File: config.mk
export PLATFORM = sky130hd
export DESIGN_NAME = ngs_boot_core_gpio_edgecap
export DESIGN_NICKNAME = d
export VERILOG_FILES = /design/src/rtl/ngs_boot_core_gpio_pkg.sv /design/src/rtl/ngs_boot_core_gpio_debounce.sv /design/src/rtl/ngs_boot_core_gpio_edgecap.sv
export SDC_FILE = /design/constraint.sdc
export NUM_CORES = 1
export LEC_CHECK = 0
export BUFFER_PORTS_ARGS = -buffer_cell sky130_fd_sc_hd__buf_4
export CAP_MARGIN = 20
export CORE_ASPECT_RATIO = 0.5
export CORE_MARGIN = 10
export CORE_UTILIZATION = 40
export DETAILED_ROUTE_END_ITERATION = 10
export GPL_ROUTABILITY_DRIVEN = 0
export PLACE_DENSITY = 0.65
export SETUP_SLACK_MARGIN = 0.1
export SLEW_MARGIN = 20
export SYNTH_ARGS = -nofsm -noshare
export SYNTH_HDL_FRONTEND = slang
export SYNTH_SLANG_ARGS = --single-unit
File: constraint.sdc
create_clock -name clk -period 4.7 [get_ports clk]
set_input_delay 0.705 -clock clk [delete_from_list [all_inputs] [get_ports clk]]
set_output_delay 0.705 -clock clk [all_outputs]
set_load 0.01 [all_outputs]
File: src/rtl/ngs_boot_core_gpio_pkg.sv
// Register offsets shared by the boot-core GPIO block and its input edge-capture stage.
// The GPIO block relies on offsets 0-2 keeping these values.
package ngs_boot_core_gpio_pkg;

    localparam logic [2:0] ADDR_DATA  = 3'd0;
    localparam logic [2:0] ADDR_EDGE  = 3'd1;
    localparam logic [2:0] ADDR_MASK  = 3'd2;
    localparam logic [2:0] ADDR_RISE  = 3'd3;
    localparam logic [2:0] ADDR_FALL  = 3'd4;
    localparam logic [2:0] ADDR_DBLIM = 3'd5;

endpackage

File: src/rtl/ngs_boot_core_gpio_debounce.sv
// Single-bit conditioner: SYNC_STAGES-deep synchroniser followed by a counting debouncer.
// o_upd pulses for the one cycle in which o_stable takes the synchronised value.
module ngs_boot_core_gpio_debounce #(
    parameter int SYNC_STAGES = 2,
    parameter int DB_BITS     = 8
) (
    input  logic               clk,
    input  logic               reset_n,
    input  logic               i_pin,
    input  logic [DB_BITS-1:0] i_lim_m1,
    output logic               o_sync,
    output logic               o_stable,
    output logic               o_upd
);

    logic [SYNC_STAGES-1:0] r_sync;
    logic [DB_BITS-1:0]     r_cnt;
    logic                   r_stable;
    logic                   w_sync;
    logic                   w_diff;
    logic                   w_hit;

    always_ff @(posedge clk or negedge reset_n) begin
        if (!reset_n) begin
            r_sync <= '0;
        end else begin
            r_sync <= {r_sync[SYNC_STAGES-2:0], i_pin};
        end
    end

    assign w_sync = r_sync[SYNC_STAGES-1];
    assign w_diff = w_sync ^ r_stable;
    // ">=" so that lowering the limit mid-count releases a count already past it
    assign w_hit  = (r_cnt >= i_lim_m1);

    always_ff @(posedge clk or negedge reset_n) begin
        if (!reset_n) begin
            r_cnt    <= '0;
            r_stable <= 1'b0;
        end else if (!w_diff) begin
            r_cnt    <= '0;
        end else if (w_hit) begin
            r_stable <= w_sync;
            r_cnt    <= '0;
        end else begin
            r_cnt    <= r_cnt + 1'b1;
        end
    end

    assign o_sync   = w_sync;
    assign o_stable = r_stable;
    assign o_upd    = w_diff & w_hit;

endmodule

File: src/rtl/ngs_boot_core_gpio_edgecap.sv
// GPIO input conditioning: per-bit sync/debounce, edge capture into a W1C register
// with maskable level interrupt, and a 3-bit-address Avalon-MM slave.
module ngs_boot_core_gpio_edgecap
    import ngs_boot_core_gpio_pkg::*;
#(
    parameter int WIDTH       = 30,
    parameter int SYNC_STAGES = 2,
    parameter int DB_BITS     = 8
) (
    input  logic             clk,
    input  logic             reset_n,
    input  logic [WIDTH-1:0] pin_in,
    input  logic             chipselect,
    input  logic [2:0]       address,
    input  logic             write_n,
    input  logic [31:0]      writedata,
    output logic [31:0]      readdata,
    output logic [WIDTH-1:0] stable_out,
    output logic             irq
);

    logic [WIDTH-1:0]   r_edge_cap;
    logic [WIDTH-1:0]   r_irq_mask;
    logic [WIDTH-1:0]   r_rise_en;
    logic [WIDTH-1:0]   r_fall_en;
    logic [DB_BITS-1:0] r_db_limit;
    logic [31:0]        r_readdata;

    logic [WIDTH-1:0]   w_sync;
    logic [WIDTH-1:0]   w_stable;
    logic [WIDTH-1:0]   w_upd;
    logic [WIDTH-1:0]   w_set;
    logic [WIDTH-1:0]   w_clr;
    logic [WIDTH-1:0]   w_wdata;
    logic [DB_BITS-1:0] w_lim_m1;
    logic [31:0]        w_rd_mux;
    logic               w_wr;
    logic               w_unused_wdata;

    assign w_wr    = chipselect & ~write_n;
    assign w_wdata = writedata[WIDTH-1:0];
    // Upper write-data bits are architecturally ignored
    assign w_unused_wdata = ^writedata;

    // Effective limit L = max(db_limit,1); debouncers compare against L-1
    assign w_lim_m1 = (r_db_limit == '0) ? '0 : (r_db_limit - 1'b1);

    genvar gi;
    generate
        for (gi = 0; gi < WIDTH; gi++) begin : g_bit
            ngs_boot_core_gpio_debounce #(
                .SYNC_STAGES (SYNC_STAGES),
                .DB_BITS     (DB_BITS)
            ) u_debounce (
                .clk      (clk),
                .reset_n  (reset_n),
                .i_pin    (pin_in[gi]),
                .i_lim_m1 (w_lim_m1),
                .o_sync   (w_sync[gi]),
                .o_stable (w_stable[gi]),
                .o_upd    (w_upd[gi])
            );
        end
    endgenerate

    assign w_set = (w_upd & w_sync & r_rise_en) | (w_upd & ~w_sync & r_fall_en);
    assign w_clr = (w_wr && (address == ADDR_EDGE)) ? w_wdata : '0;

    always_ff @(posedge clk or negedge reset_n) begin
        if (!reset_n) begin
            r_edge_cap <= '0;
        end else begin
            r_edge_cap <= (r_edge_cap & ~w_clr) | w_set;
        end
    end

    always_ff @(posedge clk or negedge reset_n) begin
        if (!reset_n) begin
            r_irq_mask <= '0;
            r_rise_en  <= '0;
            r_fall_en  <= '0;
            r_db_limit <= '0;
        end else if (w_wr) begin
            case (address)
                ADDR_MASK:  r_irq_mask <= w_wdata;
                ADDR_RISE:  r_rise_en  <= w_wdata;
                ADDR_FALL:  r_fall_en  <= w_wdata;
                ADDR_DBLIM: r_db_limit <= writedata[DB_BITS-1:0];
                default: ;
            endcase
        end
    end

    always_comb begin
        w_rd_mux = '0;
        case (address)
            ADDR_DATA:  w_rd_mux[WIDTH-1:0]   = w_stable;
            ADDR_EDGE:  w_rd_mux[WIDTH-1:0]   = r_edge_cap;
            ADDR_MASK:  w_rd_mux[WIDTH-1:0]   = r_irq_mask;
            ADDR_RISE:  w_rd_mux[WIDTH-1:0]   = r_rise_en;
            ADDR_FALL:  w_rd_mux[WIDTH-1:0]   = r_fall_en;
            ADDR_DBLIM: w_rd_mux[DB_BITS-1:0] = r_db_limit;
            default:    w_rd_mux = '0;
        endcase
    end

    // Read port runs every cycle so a same-cycle write is seen as the old value
    always_ff @(posedge clk or negedge reset_n) begin
        if (!reset_n) begin
            r_readdata <= '0;
        end else begin
            r_readdata <= w_rd_mux;
        end
    end

    assign readdata   = r_readdata;
    assign stable_out = w_stable;
    assign irq        = |(r_edge_cap & r_irq_mask);

endmodule

==> run metrics <==
starting density of the core=0.4082; fraction of the mapped netlist area in compound gates=0.1088; Final Max Slew Viols=0; hold buffer count at CTS=0; Post-CTS Setup Bufs=0; combinational family with the most area after synthesis=simple AND/OR/NAND/NOR gates; asr flop ratio synth=1.000; share of the synthesized area in the top cell type=0.4563; worst path cell trace=or3_1, or3_1, or3b_4, and2_4, ha_1, nand2b_1, a2111oi_0, o31ai_1, mux2_2; I/O Buffers=127; result of the run=finished, final reports clean; largest net degree at the start of global routing=104; clock buffer depth=3; final count of negative-setup-slack endpoints=0; post-synthesis share of cell area spent on full adders, half adders and majority gates=0.1267; final period demand of the worst path=~4000 ps; iteration-0 DRC count of the detailed router=about 1100; final net count=between 2000 and 3000; Cell Count, Final, Fillers Out=between 3000 and 4000; global-route usage over all layers=0.1696; primary flip-flop cell chosen by synthesis mapping=sky130_fd_sc_hd__dfrtp_1; flops & latches, synth=488; area growth from synthesis to layout=14.11%; max cap viols=0; HPWL after detailed placement=between 40 and 50 mm; via count of the first global-routing pass=approximately 20000; overflow left after global routing=0; endpoint required time on the critical path=about 5200 ps; first-pass GRT wire length=between 100 and 150 mm; share of synthesized cell area in and, or, nand and nor gates=0.1521; WL final=67.36 mm; CP Depth=9; multiplexer area fraction after synthesis=0.06228; number of cells upsized or downsized after cts=0; die span in y=~200 um; clock sink count=488; clock tree from TritonCTS=built; Slew Limit Headroom=0.2857; Post-Synth XOR/XNOR Area=0.07004; Clk Tree Root Cell=sky130_fd_sc_hd__clkbuf_16; total number of vias=between 15000 and 20000; worst-margin pin slew=roughly 1100 ps; Worst path max stage delay=~700 ps; RSZ-0062 raised after global routing=false; largest driver fanout on the critical path=30; number of antenna repair diodes=0; IO Pins=132; leading cell types by total area after synthesis=sky130_fd_sc_hd__dfrtp_1 (46%), sky130_fd_sc_hd__ha_1 (13%), sky130_fd_sc_hd__xor2_1 (5.5%); sequential share of the synthesized area=0.4563; count of filler cells inserted in the layout=between 6000 and 7000; vias per inst=5.522; final clock skew=26.37 ps; LEAKAGE=~14 nW; total power divided by cell area=about 500 mW/mm^2; post-route total power=between 15 and 20 mW; post-synth design cell area=between 0.02 and 0.03 mm^2; clock latency of the later-clocked register in the worst-skew pair=between 500 and 600 ps; antenna viol nets, final=0; number of distinct standard cells referenced by the synthesized netlist=45; Register-to-Register Path Depth=9; Die X-Extent=between 300 and 400 um; critical path launch point type=register; top cell family by delay on the critical path=simple AND/OR/NAND/NOR gates; clock slew at the register clock pins of the worst setup and hold paths=60 ps; worst path arrival time=~4500 ps; count of final hold-check violations=0; Post-Syn Area per Cell=10.79 um^2; Crit Path Category=reg -> reg; Critical path buffers and inverters=0; antenna violations before repair=0; cell type with the highest aggregate area in the netlist=sky130_fd_sc_hd__dfrtp_1; number of buffers created by CTS=a little under 50; detailed-route wire length per cell=18.99 um; slowest library cell on the worst path=sky130_fd_sc_hd__a2111oi_0; fraction of layout instances using a drive strength above 1=0.1446; Core ar.=0.06557 mm^2; worst IR drop on VDD=0.2653 mV; highest achievable clock rate=about 250 MHz; Setup TNS=0 ps; Post-synth EDFFs=0; overall die area=0.07828 mm^2; FP Rows=between 60 and 70; number of detailed-route iterations in the first pass=7; Worst Hold Class=in -> async; number of warnings issued by yosys=0; endpoint type of the worst setup path=register; placed cells=3459; number of remaining DRC errors=0; area of all placed cells without fillers=0.03054 mm^2; Cells after Synth=2481; most prevalent standard cell on the critical path=sky130_fd_sc_hd__or3_1; area after detailed placement=0.02890 mm^2; H-tree levels=2; Period Utilization, post-route=0.8473
-- state kept, by name, indices dropped and copies added, names as in the netlist --
signal and count:
g_bit.u_debounce.r_cnt 240, g_bit.u_debounce.r_sync 60, g_bit.u_debounce.o_stable 30, r_edge_cap 30
r_fall_en 30, r_irq_mask 30, r_rise_en 30, readdata 30
r_db_limit 8
-- per-layer routing --
metal  vias up  track usage  share of wire
li1       9334            -              -
met1      9735       0.2219           0.45
met2       388       0.2868           0.48
met3       131      0.02183          0.039
met4         0      0.05879          0.032
met5         -            0              0
-- Yosys cell counts, types with 2 or more instances --
cell,count
sky130_fd_sc_hd__a2111oi_0,12
sky130_fd_sc_hd__a21o_1,42
sky130_fd_sc_hd__a21oi_1,76
sky130_fd_sc_hd__a221o_1,20
sky130_fd_sc_hd__a221oi_1,4
sky130_fd_sc_hd__a22o_1,32
sky130_fd_sc_hd__a22oi_1,10
sky130_fd_sc_hd__a311oi_1,12
sky130_fd_sc_hd__a31oi_1,34
sky130_fd_sc_hd__and2_1,2
sky130_fd_sc_hd__and3_1,58
sky130_fd_sc_hd__buf_2,13
sky130_fd_sc_hd__buf_4,32
sky130_fd_sc_hd__clkbuf_1,40
sky130_fd_sc_hd__dfrtp_1,488
sky130_fd_sc_hd__ha_1,271
sky130_fd_sc_hd__inv_1,47
sky130_fd_sc_hd__mux2_2,109
sky130_fd_sc_hd__mux2i_1,36
sky130_fd_sc_hd__mux4_2,3
sky130_fd_sc_hd__nand2_1,138
sky130_fd_sc_hd__nand2b_1,34
sky130_fd_sc_hd__nand3_1,179
sky130_fd_sc_hd__nand3b_1,51
sky130_fd_sc_hd__nand4_1,16
sky130_fd_sc_hd__nor2_1,161
sky130_fd_sc_hd__nor2b_1,22
sky130_fd_sc_hd__nor3_1,132
sky130_fd_sc_hd__nor3b_1,19
sky130_fd_sc_hd__o211ai_1,36
sky130_fd_sc_hd__o21a_1,49
sky130_fd_sc_hd__o21ai_0,32
sky130_fd_sc_hd__o221ai_1,4
sky130_fd_sc_hd__o2bb2ai_1,20
sky130_fd_sc_hd__o31ai_1,24
sky130_fd_sc_hd__or3_1,2
sky130_fd_sc_hd__xnor2_1,47
sky130_fd_sc_hd__xor2_1,167
-- report_power, final --
| part | switching (mW) | internal [mW] | leakage, nW |
|---|---|---|---|
| sequential | 1.00 | 4.97 | 6.34 |
| combinational | 2.97 | 2.29 | 7.29 |
| clock | 1.69 | 2.34 | 0.801 |
| total | 5.67 | 9.60 | 14.4 |
-- final cells by class --
type                            instances  area (um^2)  share of cell area
Clock inverter                         17        202.7            0.006638
Tap cell                              884         1106             0.03622
Inverter                               47        176.4            0.005777
Timing Repair Buffer                  178         1406             0.04605
Multi-Input combinational cell       1862        13990              0.4583
Sequential cell                       488        12210              0.3999
Clock buffer                           71         1439             0.04712
-- final timing paths --
kind	startpoint	to	slack [ps]
max	r_db_limit[4]	g_bit[10].u_debounce.o_stable	720
min	reset_n	g_bit[2].u_debounce.r_cnt[0]	220
max reg2reg	r_db_limit[4]	g_bit[10].u_debounce.o_stable	720
min reg2reg	g_bit[11].u_debounce.r_sync[0]	g_bit[11].u_debounce.r_sync[1]	340
max in group asynchronous	reset_n	g_bit[28].u_debounce.r_cnt[2]	3320
min in group clk	pin_in[14]	g_bit[14].u_debounce.r_sync[0]	220
-- cell families after synthesis --
| group | count (synthesis) |
|---|---|
| compound gates | 409 |
| buf+inv | 132 |
| fa+ha+maj | 271 |
| flops | 488 |
| other cells | 1 |
| mux | 149 |
| simple gates | 817 |
| xor+xnor | 214 |
-- cells in the final DEF (no fill, tap or decap), types with 13 or more instances in the layout --
| master | n |
|---|---|
| sky130_fd_sc_hd__o2bb2ai_1 | 20 |
| sky130_fd_sc_hd__o21ai_0 | 32 |
| sky130_fd_sc_hd__mux2_2 | 109 |
| sky130_fd_sc_hd__nand3_1 | 179 |
| sky130_fd_sc_hd__nor2b_1 | 21 |
| sky130_fd_sc_hd__inv_1 | 47 |
| sky130_fd_sc_hd__ha_1 | 271 |
| sky130_fd_sc_hd__xnor2_1 | 47 |
| sky130_fd_sc_hd__xor2_1 | 167 |
| sky130_fd_sc_hd__nor3_1 | 131 |
| sky130_fd_sc_hd__nor3b_1 | 19 |
| sky130_fd_sc_hd__and3_1 | 58 |
| sky130_fd_sc_hd__o21a_1 | 49 |
| sky130_fd_sc_hd__o31ai_1 | 24 |
| sky130_fd_sc_hd__clkbuf_8 | 13 |
| sky130_fd_sc_hd__mux2i_1 | 34 |
| sky130_fd_sc_hd__dfrtp_1 | 488 |
| sky130_fd_sc_hd__nor2_1 | 158 |
| sky130_fd_sc_hd__a21oi_1 | 76 |
| sky130_fd_sc_hd__a22o_1 | 32 |
| sky130_fd_sc_hd__nand2_1 | 132 |
| sky130_fd_sc_hd__nand2b_1 | 33 |
| sky130_fd_sc_hd__nand4_1 | 16 |
| sky130_fd_sc_hd__o211ai_1 | 36 |
| sky130_fd_sc_hd__nand3b_1 | 51 |
| sky130_fd_sc_hd__buf_4 | 172 |
| sky130_fd_sc_hd__clkbuf_16 | 49 |
| sky130_fd_sc_hd__a21o_1 | 42 |
| sky130_fd_sc_hd__a31oi_1 | 34 |
| sky130_fd_sc_hd__a221o_1 | 20 |
-- per-stage QoR --
step | hold slack, ps | worst slack, ps | util
2_1_floorplan | 331.2 | 717.4 | -
4_1_cts | 188.0 | 759.4 | 0.4657
5_1_grt | 191.4 | 596.3 | 0.4657
6_report | 215.5 | 717.6 | 0.4657
3_3_place_gp | 332.6 | 873.9 | 0.4407
3_5_place_dp | 335.6 | 752.6 | 0.4407
No activity file was read; power rests on OpenSTA's default activity.
